==> config.mk <==
export PLATFORM = sky130hd
export DESIGN_NAME = lif_spike_decoder
export DESIGN_NICKNAME = d
export VERILOG_FILES = /design/src/rtl/lif_pkg.sv /design/src/rtl/lif_sat_counter.sv /design/src/rtl/lif_spike_decoder.sv
export SDC_FILE = /design/constraint.sdc
export NUM_CORES = 1
export LEC_CHECK = 0
export CAP_MARGIN = 20
export CELL_PAD_IN_SITES_DETAIL_PLACEMENT = 1
export CELL_PAD_IN_SITES_GLOBAL_PLACEMENT = 2
export CORE_MARGIN = 1
export CORE_UTILIZATION = 30
export CTS_CLUSTER_SIZE = 10
export DETAILED_ROUTE_END_ITERATION = 8
export GPL_ROUTABILITY_DRIVEN = 0
export GPL_TIMING_DRIVEN = 0
export MAX_ROUTING_LAYER = met4
export PLACE_DENSITY_LB_ADDON = 0.1
export SYNTH_ARGS = -nofsm -noshare
export SYNTH_HDL_FRONTEND = slang
export SYNTH_HIERARCHICAL = 1
export SYNTH_SLANG_ARGS = --single-unit
==> constraint.sdc <==
create_clock -name clk -period 2.7 [get_ports clk]
set_input_delay 0.405 -clock clk [delete_from_list [all_inputs] [get_ports clk]]
set_output_delay 0.405 -clock clk [all_outputs]
set_load 0.005 [all_outputs]
==> src/rtl/lif_pkg.sv <==
// Shared definitions for the LIF neuron spike path.
// Holds the ISI measurement state encoding and the default widths that the
// neuron readout and the spike decoder agree on.
package lif_pkg;

    // ISI measurement state: no reference spike yet, or timing since the last one.
    typedef enum logic {
        WAIT_FIRST = 1'b0,
        MEASURE    = 1'b1
    } isi_state_e;

    localparam int unsigned LIF_WINDOW    = 256;
    localparam int unsigned LIF_WIN_W     = 8;
    localparam int unsigned LIF_CNT_W     = 8;
    localparam int unsigned LIF_ISI_W     = 8;
    localparam int unsigned LIF_BURST_ISI = 4;

endpackage : lif_pkg

==> src/rtl/lif_sat_counter.sv <==
// Saturating up-counter with synchronous clear.
// Ports:
//   clk   in  1      rising-edge clock
//   rst   in  1      synchronous active-high reset, count -> 0
//   clr   in  1      restart the count; with inc set the count restarts at 1
//   inc   in  1      increment, holding at all-ones instead of wrapping
//   count out WIDTH  current count
module lif_sat_counter #(
    parameter int unsigned WIDTH = 8
) (
    input  logic             clk,
    input  logic             rst,
    input  logic             clr,
    input  logic             inc,
    output logic [WIDTH-1:0] count
);

    localparam logic [WIDTH-1:0] MAX = '1;

    logic [WIDTH-1:0] count_q;
    logic [WIDTH-1:0] count_d;

    // NOTE: every signal assigned here gets a default first so no path leaves it unassigned, which would infer a latch.
    always_comb begin
        count_d = count_q;
        if (clr) begin
            // Clear plus increment means "this cycle is the first of a new count".
            count_d = WIDTH'(inc);
        end else if (inc && count_q != MAX) begin
            count_d = count_q + 1'b1;
        end
    end

    // NOTE: flops use non-blocking assignments so all state updates see pre-edge values.
    always_ff @(posedge clk) begin
        if (rst) begin
            count_q <= '0;
        end else begin
            count_q <= count_d;
        end
    end

    assign count = count_q;

endmodule : lif_sat_counter

==> src/rtl/lif_spike_decoder.sv <==
// Receive side of the LIF neuron spike output.
// Converts the raw spike train into a windowed firing-rate count (valid/ready,
// one-deep holding register) and an inter-spike interval per spike, with a
// burst pulse on short intervals.
// Ports:
//   clk        in   1      rising-edge clock
//   rst        in   1      synchronous active-high reset
//   ena        in   1      0 freezes all measurement state; handshake keeps running
//   spike_in   in   1      neuron spike, a 0->1 transition is one spike
//   rate_ready in   1      consumer takes rate_out this cycle
//   rate_out   out  CNT_W  spike count of the last completed window
//   rate_valid out  1      rate_out holds unconsumed data
//   isi_out    out  ISI_W  cycles between the last two spikes (saturating)
//   isi_valid  out  1      single-cycle pulse when isi_out updates
//   burst      out  1      pulse with isi_valid when isi_out < BURST_ISI
//   overrun    out  1      sticky: a window result replaced an unconsumed one
module lif_spike_decoder
    import lif_pkg::*;
#(
    parameter int unsigned WINDOW    = LIF_WINDOW,
    parameter int unsigned WIN_W     = LIF_WIN_W,
    parameter int unsigned CNT_W     = LIF_CNT_W,
    parameter int unsigned ISI_W     = LIF_ISI_W,
    parameter int unsigned BURST_ISI = LIF_BURST_ISI
) (
    input  logic             clk,
    input  logic             rst,
    input  logic             ena,
    input  logic             spike_in,
    input  logic             rate_ready,
    output logic [CNT_W-1:0] rate_out,
    output logic             rate_valid,
    output logic [ISI_W-1:0] isi_out,
    output logic             isi_valid,
    output logic             burst,
    output logic             overrun
);

    localparam logic [WIN_W-1:0] WIN_LAST  = WIN_W'(WINDOW - 1);
    localparam logic [ISI_W:0]   BURST_LIM = (ISI_W + 1)'(BURST_ISI);

    logic             spike_prev_q, spike_prev_d;
    logic [WIN_W-1:0] win_cnt_q,    win_cnt_d;
    isi_state_e       state_q,      state_d;
    logic [CNT_W-1:0] rate_out_q,   rate_out_d;
    logic             rate_valid_q, rate_valid_d;
    logic [ISI_W-1:0] isi_out_q,    isi_out_d;
    logic             isi_valid_q,  isi_valid_d;
    logic             burst_q,      burst_d;
    logic             overrun_q,    overrun_d;

    logic             spike_edge;
    logic             terminal;
    logic [CNT_W-1:0] spk_cnt;
    logic [ISI_W-1:0] isi_cnt;
    logic [CNT_W-1:0] rate_result;
    logic             isi_report;

    // Edges only exist on enabled cycles; spike_prev is frozen otherwise.
    assign spike_edge = ena && spike_in && !spike_prev_q;
    assign terminal   = ena && (win_cnt_q == WIN_LAST);
    assign isi_report = spike_edge && (state_q == MEASURE);

    // A spike on the terminal cycle is folded into the ending window's result,
    // and the counter clears rather than carrying it into the next window.
    assign rate_result = (spike_edge && spk_cnt != '1) ? spk_cnt + 1'b1 : spk_cnt;

    lif_sat_counter #(.WIDTH(CNT_W)) u_spk_cnt (
        .clk   (clk),
        .rst   (rst),
        .clr   (terminal),
        .inc   (spike_edge && !terminal),
        .count (spk_cnt)
    );

    // Every edge restarts the interval at 1; between edges it only runs once a
    // reference spike has been seen.
    lif_sat_counter #(.WIDTH(ISI_W)) u_isi_cnt (
        .clk   (clk),
        .rst   (rst),
        .clr   (spike_edge),
        .inc   (spike_edge || (ena && state_q == MEASURE)),
        .count (isi_cnt)
    );

    always_comb begin
        spike_prev_d = spike_prev_q;
        win_cnt_d    = win_cnt_q;
        state_d      = state_q;
        rate_out_d   = rate_out_q;
        rate_valid_d = rate_valid_q;
        overrun_d    = overrun_q;
        isi_out_d    = isi_out_q;
        isi_valid_d  = 1'b0;
        burst_d      = 1'b0;

        if (ena) begin
            spike_prev_d = spike_in;
            win_cnt_d    = terminal ? '0 : win_cnt_q + 1'b1;
        end

        // Holding register: a new result always wins; it only counts as an
        // overrun if the old one was neither consumed before nor on this edge.
        if (terminal) begin
            rate_out_d   = rate_result;
            rate_valid_d = 1'b1;
            if (rate_valid_q && !rate_ready) begin
                overrun_d = 1'b1;
            end
        end else if (rate_valid_q && rate_ready) begin
            rate_valid_d = 1'b0;
        end

        if (spike_edge) begin
            state_d = MEASURE;
        end
        if (isi_report) begin
            isi_out_d   = isi_cnt;
            isi_valid_d = 1'b1;
            burst_d     = ({1'b0, isi_cnt} < BURST_LIM);
        end
    end

    always_ff @(posedge clk) begin
        if (rst) begin
            spike_prev_q <= 1'b0;
            win_cnt_q    <= '0;
            state_q      <= WAIT_FIRST;
            rate_out_q   <= '0;
            rate_valid_q <= 1'b0;
            isi_out_q    <= '0;
            isi_valid_q  <= 1'b0;
            burst_q      <= 1'b0;
            overrun_q    <= 1'b0;
        end else begin
            spike_prev_q <= spike_prev_d;
            win_cnt_q    <= win_cnt_d;
            state_q      <= state_d;
            rate_out_q   <= rate_out_d;
            rate_valid_q <= rate_valid_d;
            isi_out_q    <= isi_out_d;
            isi_valid_q  <= isi_valid_d;
            burst_q      <= burst_d;
            overrun_q    <= overrun_d;
        end
    end

    assign rate_out   = rate_out_q;
    assign rate_valid = rate_valid_q;
    assign isi_out    = isi_out_q;
    assign isi_valid  = isi_valid_q;
    assign burst      = burst_q;
    assign overrun    = overrun_q;

endmodule : lif_spike_decoder

### After elaboration in Yosys (flattened, before gate mapping)

Cells that the tools add are included.

* output and inout bits: 20
* input bits: 5
* register bits after elaboration: 46
* word-level logic and storage cells: 52

* reductions and logical operators: 22
* bitwise operators: 1
* equality and inequality tests: 3
* multiplexer cells: 9
* add/subtract/negate cells: 3
* $lt $le $gt $ge: 1

Operators by type and width (number)
* 8-bit by 1-bit adder with 8-bit output, second input constant: 3
* 8-bit two-way mux: 2
* 8-bit != test, second input constant: 2
* 1-bit logical AND: 11
* 8-bit == test, second input constant: 1
* 8-bit by 3-bit < comparator with 1-bit output, second input constant: 1
* 1-bit two-way mux: 7
* 2-bit nonzero test: 3
* 2-bit OR reduction: 3
* 1-bit zero test: 3
* 2-bit AND reduction: 1
* 1-bit logical OR: 1
* 1-bit NOT: 1

### Logic depth before layout (Yosys ltp)

Gate-level depths: netlist of run 1.

* depth after elaboration: 7
* mapped depth: 10

### Modules after synthesis

Netlist of run 1, hierarchy kept.

By module, submodules not included
* lif_spike_decoder: area each 1350.0 sq um, cells each 154, instances 1
* lif_sat_counter: area each 410.4 sq um, cells each 46, instances 2

### Worst setup path after synthesis of run 1

No wires, ideal clock.

* path kind: register to register
* start point: reg win_cnt_q[0]
* end point: reg u_spk_cnt.count_q[7], in the netlist u_spk_cnt/count[7]
* stages on the path, launching flop included: 11
* data required time: 2.579 ns
* clock period less this slack: 2.386 ns
* arrival: 2.265 ns
* slack: 0.314 ns
* cells stage by stage: dfxtp_1 > ha_1 > and4_1 > buf_4 > and3_2 > buf_6 > nor2_1 > nand4_2 > a211oi_2 > nand4_1 > mux2_2

* longest elaborated chain between the ends: 5
* elaborated cells on any way between the ends: 6

RTL lines
* start: declaration: line lif_spike_decoder.sv:43 `logic [WIN_W-1:0] win_cnt_q, win_cnt_d;`
* start signal: assignment: line lif_spike_decoder.sv:137 `win_cnt_q <= win_cnt_d;`
* 8-bit == test *: line lif_spike_decoder.sv:61 `assign terminal = ena && (win_cnt_q == WIN_LAST);`
* 1-bit logical AND *: line lif_spike_decoder.sv:61
* 1-bit zero test: line lif_spike_decoder.sv:72 `.inc (spike_edge && !terminal),`
* 1-bit logical AND: line lif_spike_decoder.sv:72
* 1-bit logical AND: line lif_sat_counter.sv:29 `end else if (inc && count_q != MAX) begin`
* end signal: assignment: line lif_sat_counter.sv:39 `count_q <= count_d;`
* end: declaration: line lif_sat_counter.sv:20 `logic [WIDTH-1:0] count_q;`

Every way passes the cells marked *; elsewhere a longest branch is shown, timed or not.
A chain may end at the register's enable or synchronous reset.

### Worst setup path in the final report of run 1

Same ends and word-level chain as after synthesis.

==> summary.md, run 1 <==
| Metric | Value |
|---|---|
| Status | completed |
| Vias | 1861 |
| Final Total Pwr | 1400 uW |
| Final Cell Area | ~0.0027 mm2 |
| XOR/XNOR Fraction of Synth Area | 4.84% |
| Layout cells sized above 1 | 13.0% |
| Post-route ant nets | 0 |
| Register area share after synthesis | 42.4% |
| Largest net degree at the start of global routing | 15 |
| Req. time, crit path | 2900 ps |
| Nets | 285 |
| PortBufs | 23 |
| Die width | 87.1 um |
| Sequential Area | 921 um2 |
| Cell depth of the worst setup path | 10 |
| Fin. max-slew vios | 0 |
| Clk buf depth | 2 |
| Starting DRT DRC Count | 43 |
| Kind of critical path | reg2reg |
| Reg2reg setup slack | 200 ps |
| Crit path time final | ~2500 ps |
| Ys Warns | 6 |
| Cell count after synthesis | 246 |
| CP endpoint | u_spk_cnt/count[7] |
| DP Area | 0.00252 mm2 |
| Crit-path max FO | 10 |
| Initial core utilization | 31.4% |
| Placed Cells | 365 |
| Clock sink count | 46 |
| Routed len/inst | 14.0 um |
| CP Launch Type | register |
| CP startpoint | win_cnt_q[0] |
| Row cnt | 30 |
| Complex-gate fraction of the synthesized area | ~15% |
| Final WL | 5.22 mm |
| Fillers | 833 |
| Post-synth net total | 255 |
| Cell Pwr Density | 525 mW/mm2 |
| Die area | around 0.0076 mm2 |
| Residual DRC | 0 |
| Clk_lat worst skew | ~310 ps |
| Clock transition at path regs | 90 ps |
| Max Clock Skew | 6.28 ps |
| IO Pins | 25 |
| TritonCTS clock tree | built |
| Library cells used by synthesis | 45 |
| Synth top area share | 42.4% |
| Critical path, cell by cell | ha_1, and4_1, buf_4, and3_2, buf_6, nor2_2, nand4_2, a211oi_2, nand4_1, mux2_2 |
| H-tree Lvls | 2 |
| Gr ovfl total | 0 |
| F_max | 400 MHz |
| Max cap viols | 0 |
| Reg2reg path depth | 10 |
| Yosys reg bits | 46 |
| Synthesis-to-layout area growth | 22.9% |
| N_diodes | 0 |
| Slew Limit Headroom | 63.5% |
| Leading area contributor after synthesis | dfxtp_1 |
| Worst path slowest cell | dfxtp_1 |
| Worst r2r src | win_cnt_q[0] |
| Family with the most delay on the worst path | simple AND/OR/NAND/NOR gates |
| R2R Path End | u_spk_cnt/count[7] |
| Initial antenna violation count | 0 |
| Hold path depth | 3 |
| Post-DR vias/cell | 4.99 |
| Worst setup EP type | register |
| Multiplexer share of the synthesized area | 3.34% |
| Post-Layout Cell Count | 373 |
| Worst Hold Class | in2reg |
| Netlist Area Pre-Place | between 0.002 and 0.0025 mm2 |
| Area occupied by multi-input gates | 0.00116 mm2 |
| Leak | 0.000914 uW |
| Worst path max stage delay | 340 ps |
| Clock root buffer master | clkbuf_8 |
| CTS Hold Bufs | 0 |
| Fin crit share | about 92% |
| Hold Vio Cnt, Final | 0 |
| Global-route usage over all layers | 15.3% |
| CTS Buf Count | 5 |
| Height of the die | around 87 um |
| Actual slew at the worst max-slew pin | about 550 ps |
| Avg Cell Area, Syn | 8.82 um2 |
| Worst Path Arrival | between 2000 and 3000 ps |
| Core Area | 0.00691 mm2 |
| Synth Area in Adders | 2.31% |
| Post-DP HPWL | 3.69 mm |
| Resized cells post-CTS | 0 |
| Global-route wire length before repair | ~8.6 mm |
| Worst VDD drop | 0.206 mV |
| Buf+Inv Stages, Crit Path | 2 |
| Largest family of logic cells by synthesized area | simple AND/OR/NAND/NOR gates |
| Simple-Gate Fraction of Synth Area | about 27% |
| Setup bufs post-CTS | 0 |
| RSZ-0062 raised after global routing | no |
| Finish-stage setup viols | 0 |
| Pre-antenna DRT Iters | 4 |
| Vias in the first global route | 1769 |
| Top cells by area, synth | dfxtp_1 (42%), a21oi_1 (5.3%), nand2_1 (4.7%) |
## worst min path at each step
stage | start | to
3_5_place_dp | isi_out[6] | isi_out[6]
2_1_floorplan | rate_out[2] | rate_out[2]
3_3_place_gp | rate_out[5] | rate_out[5]
4_1_cts | ena | win_cnt_q[0]
6_report | ena | win_cnt_q[0]
5_1_grt | ena | win_cnt_q[0]
## area by class of cell
class / count / area share (%)
Multi-Input combinational cell: 182 / 43.6
Sequential cell: 46 / 34.5
Timing Repair Buffer: 23 / 8.63
Tap cell: 96 / 4.50
Clock buffer: 6 / 3.09
Buffer: 11 / 2.44
Clock inverter: 2 / 2.25
Inverter: 7 / 0.985
## Yosys cell counts (all sizes together)
cell type	n
nor4b	1
a311o	1
and4b	1
or2	4
xor2	5
and3	5
a31oi	1
inv	7
or3	2
a22oi	2
nand3	10
a2111oi	2
a41o	2
nand2	27
and4	5
ha	4
nor2b	1
buf	6
nor3	9
nor2	26
mux2	2
nand3b	2
o21ai	2
xnor2	7
mux2i	5
nor4	1
o22ai	2
a211oi	11
nand4	11
a31o	1
nand2b	2
o21ba	1
a21oi	23
and2	4
clkbuf	5
dfxtp	46
## worst min-delay path, cell delays in order
cell	delay [ps]
buf_6	120
nand3b_1	80
a21oi_1	50
## layer usage
| layer | track usage, % | share of wire, % | routed length, um | vias to the layer above |
|---|---|---|---|---|
| li1 | - | - | - | 942 |
| met1 | 18.8 | 49 | 2560 | 884 |
| met2 | 24.8 | 47 | 2440 | 28 |
| met3 | 3.22 | 2.7 | 143 | 7 |
| met4 | 5.45 | 1.5 | 78 | 0 |
| met5 | - | 0 | 0 | - |
## cells in the final DEF, fill, tap and decap left out, types with 3 or more instances in the layout
cell              n
a211oi_1          8
a211oi_2          3
a21oi_1          23
and2_1            4
and3_1            4
and4_1            5
clkbuf_1          3
clkbuf_8          6
clkdlybuf4s50_1  23
dfxtp_1          46
ha_1              4
inv_1             7
mux2i_1           5
nand2_1          27
nand3_1           9
nand4_1           9
nor2_1           25
nor3_1            9
or2_2             4
xnor2_1           7
xor2_1            5
## registers in the layout, indices dropped and copies added, names as in the netlist
| signal | cells |
|---|---|
| burst | 1 |
| isi_out | 8 |
| isi_valid | 1 |
| overrun | 1 |
| rate_out | 8 |
| rate_valid | 1 |
| spike_prev_q | 1 |
| state_q | 1 |
| u_isi_cnt/count | 8 |
| u_spk_cnt/count | 8 |
| win_cnt_q | 8 |
## per-stage QoR
stage | TNS [ps] | hold WS (ps) | utilization [%] | worst slack (ps)
after floorplan | 0 | 448 | - | 314
after global placement | -294 | 441 | 36.5 | -180
after detailed placement | -236 | 447 | 36.5 | -153
after CTS | 0 | 384 | 38.6 | 25.6
after global routing | 0 | 396 | 38.6 | 52.3
final | 0 | 398 | 38.6 | 203
## kinds of logic after synthesis
kind of cell | Yosys count
compound gates | 48
xor+xnor | 12
fa+ha+maj | 4
buf+inv | 18
flops | 46
mux | 7
simple gates | 111
## power by group
group / total, uW / switching, uW / internal (uW)
Sequential: 694 / 8.51 / 686
Clock: 642 / 247 / 395
Combinational: 65.1 / 38.4 / 26.7
Total: 1400 / 294 / 1110
Note: power is estimated with default switching activity, not from simulation.
==> run 2: changes to the inputs <==
--- a/config.mk
+++ b/config.mk
@@ -16,6 +16,7 @@
 export GPL_TIMING_DRIVEN = 0
 export MAX_ROUTING_LAYER = met4
 export PLACE_DENSITY_LB_ADDON = 0.1
+export RECOVER_POWER = 25
 export SYNTH_ARGS = -nofsm -noshare
 export SYNTH_HDL_FRONTEND = slang
 export SYNTH_HIERARCHICAL = 1
==> run 2 against run 1 <==
  * Sequential power about the same
  * Utilization about the same
  * Wire length down 0.11%
  * Cell count unchanged
  * Die area unchanged
  * Non-clock buffer count unchanged
  * Combinational power down 0.6%
  * Sequential share of layout area about the same
  * Largest cell class unchanged
  * Clock skew about the same
  * Total power about the same
  * Worst setup slack worse by 2.5 ps
==> summary.md, run 2 (synthesis results as in run 1) <==
| Metric | Value |
|---|---|
| IO Pins | 25 |
| Setup bufs post-CTS | 0 |
| Clk buf depth | 2 |
| CTS Hold Bufs | 0 |
| Row cnt | 30 |
| Clock transition at path regs | 90 ps |
| Family with the most delay on the worst path | simple AND/OR/NAND/NOR gates |
| Largest net degree at the start of global routing | 15 |
| Worst VDD drop | 0.206 mV |
| Crit-path max FO | 10 |
| Slew Limit Headroom | 63.5% |
| P_int | 1110 uW |
| Routed len/inst | 14.0 um |
| CP Launch Type | register |
| Die area | 0.00758 mm2 |
| PortBufs | 23 |
| Clock sink count | 46 |
| Max Clock Skew | 6.29 ps |
| Crit path time final | 2500 ps |
| Worst Hold Class | in2reg |
| Resized cells post-CTS | 0 |
| Finish-stage setup viols | 0 |
| Cell depth of the worst setup path | 10 |
| Fin. max-slew vios | 0 |
| Psw | roughly 290 uW |
| Post-DR vias/cell | roughly 5 |
| Nets | 285 |
| Worst path slowest cell | dfxtp_1 |
| Global-route wire length before repair | 8.61 mm |
| Vias in the first global route | 1769 |
| Initial core utilization | between 30% and 40% |
| Logic gate share of total power | under 10% |
| Cell Pwr Density | about 530 mW/mm2 |
| Core Area | 0.00691 mm2 |
| Pre-antenna DRT Iters | 4 |
| TritonCTS clock tree | built |
| Starting DRT DRC Count | 43 |
| Post-route ant nets | 0 |
| Final Cell Area | roughly 0.0027 mm2 |
| Final WL | 5.22 mm |
| DP Worst Slack | -153 ps |
| Final worst setup slack | 200 ps |
| Hold Vio Cnt, Final | 0 |
| N_diodes | 0 |
| Final Total Pwr | about 1400 uW |
| Leak | 0.000965 uW |
| Residual DRC | 0 |
| Synthesis-to-layout area growth | 22.9% |
| Global-route usage over all layers | 15.3% |
| Most common cell after layout, fill and taps aside | dfxtp_1 |
| Fillers | 834 |
| Buf+Inv Stages, Crit Path | 2 |
| Worst setup EP type | register |
| Req. time, crit path | 2900 ps |
| Status | completed |
| Switching part of the total | 21.0% |
| Max cap viols | 0 |
| Gr ovfl total | 0 |
| Die width | 87.1 um |
| Post-DP HPWL | 3.69 mm |
| Reg2reg path depth | 10 |
| Worst path max stage delay | 340 ps |
| Critical path, cell by cell | ha_1, and4_1, buf_4, and3_1, buf_6, nor2_2, nand4_2, a211oi_2, nand4_1, mux2_2 |
| Finished Core Util | 38.6% |
| Hold path depth | 3 |
| CTS Buf Count | 5 |
| Layout cells sized above 1 | 12.6% |
| Most frequent cells in the layout | dfxtp_1 (46), nand2_1 (27), nor2_1 (25) |
| Vias | 1862 |
| Worst Path Arrival | 2700 ps |
| DP Area | 0.00252 mm2 |
| Initial antenna violation count | 0 |
| Actual slew at the worst max-slew pin | between 500 and 600 ps |
| H-tree Lvls | 2 |
| RSZ-0062 raised after global routing | no |
| Flop pwr share | 49.5% |
| Fin crit share | 92.6% |
| Clock root buffer master | clkbuf_8 |
| Clk_lat worst skew | ~310 ps |
| Setup TNS | 0 ps |
| Height of the die | 87.1 um |
| F_max | between 400 and 500 MHz |
| Kind of critical path | reg2reg |
| Clock power frac | 45.8% |
[run 2: area by class of cell]
type / count / area (um2) / area share [%]
repair buffers: 23 / 230 / 8.63
clock buffers: 6 / 82.6 / 3.10
well taps: 96 / 120 / 4.50
clock inverters: 2 / 60.1 / 2.25
multi-input cells: 182 / 1160 / 43.6
flip-flops and latches: 46 / 921 / 34.5
plain buffers: 11 / 65.1 / 2.44
inverters: 7 / 26.3 / 0.985
[run 2: tightest hold or removal path, cell delays in order]
cell	delay, ps
buf_6	120
nand3b_1	80
a21oi_1	50
[run 2: power by group through the flow]
stage	clock, uW	combinational [uW]	sequential, uW
floorplan	0	44.8	708
global placement	0	64.4	710
detailed placement	0	64.8	710
CTS	668	65.1	694
global route	684	72.4	696
finish	642	64.7	694
[run 2: worst paths after layout]
kind	startpoint	endpoint	slack [ps]
setup / recovery	win_cnt_q[0]	u_spk_cnt/count[7]	200
hold / removal	ena	win_cnt_q[0]	400
setup reg to reg	win_cnt_q[0]	u_spk_cnt/count[7]	200
hold reg to reg	isi_out[7]	isi_out[7]	450
[run 2: per-stage QoR]
stage | instances | hold slack [ps]
after floorplan | 246 | 448
after global placement | 365 | 441
after detailed placement | 365 | 447
after CTS | 373 | 384
after global routing | 373 | 396
final | 373 | 398
[run 2: per-layer routing]
layer  wire [um]  GRT usage, %
met3         139          3.22
met2        2430          24.8
met4          78          5.45
met5           0             -
met1        2560          18.8
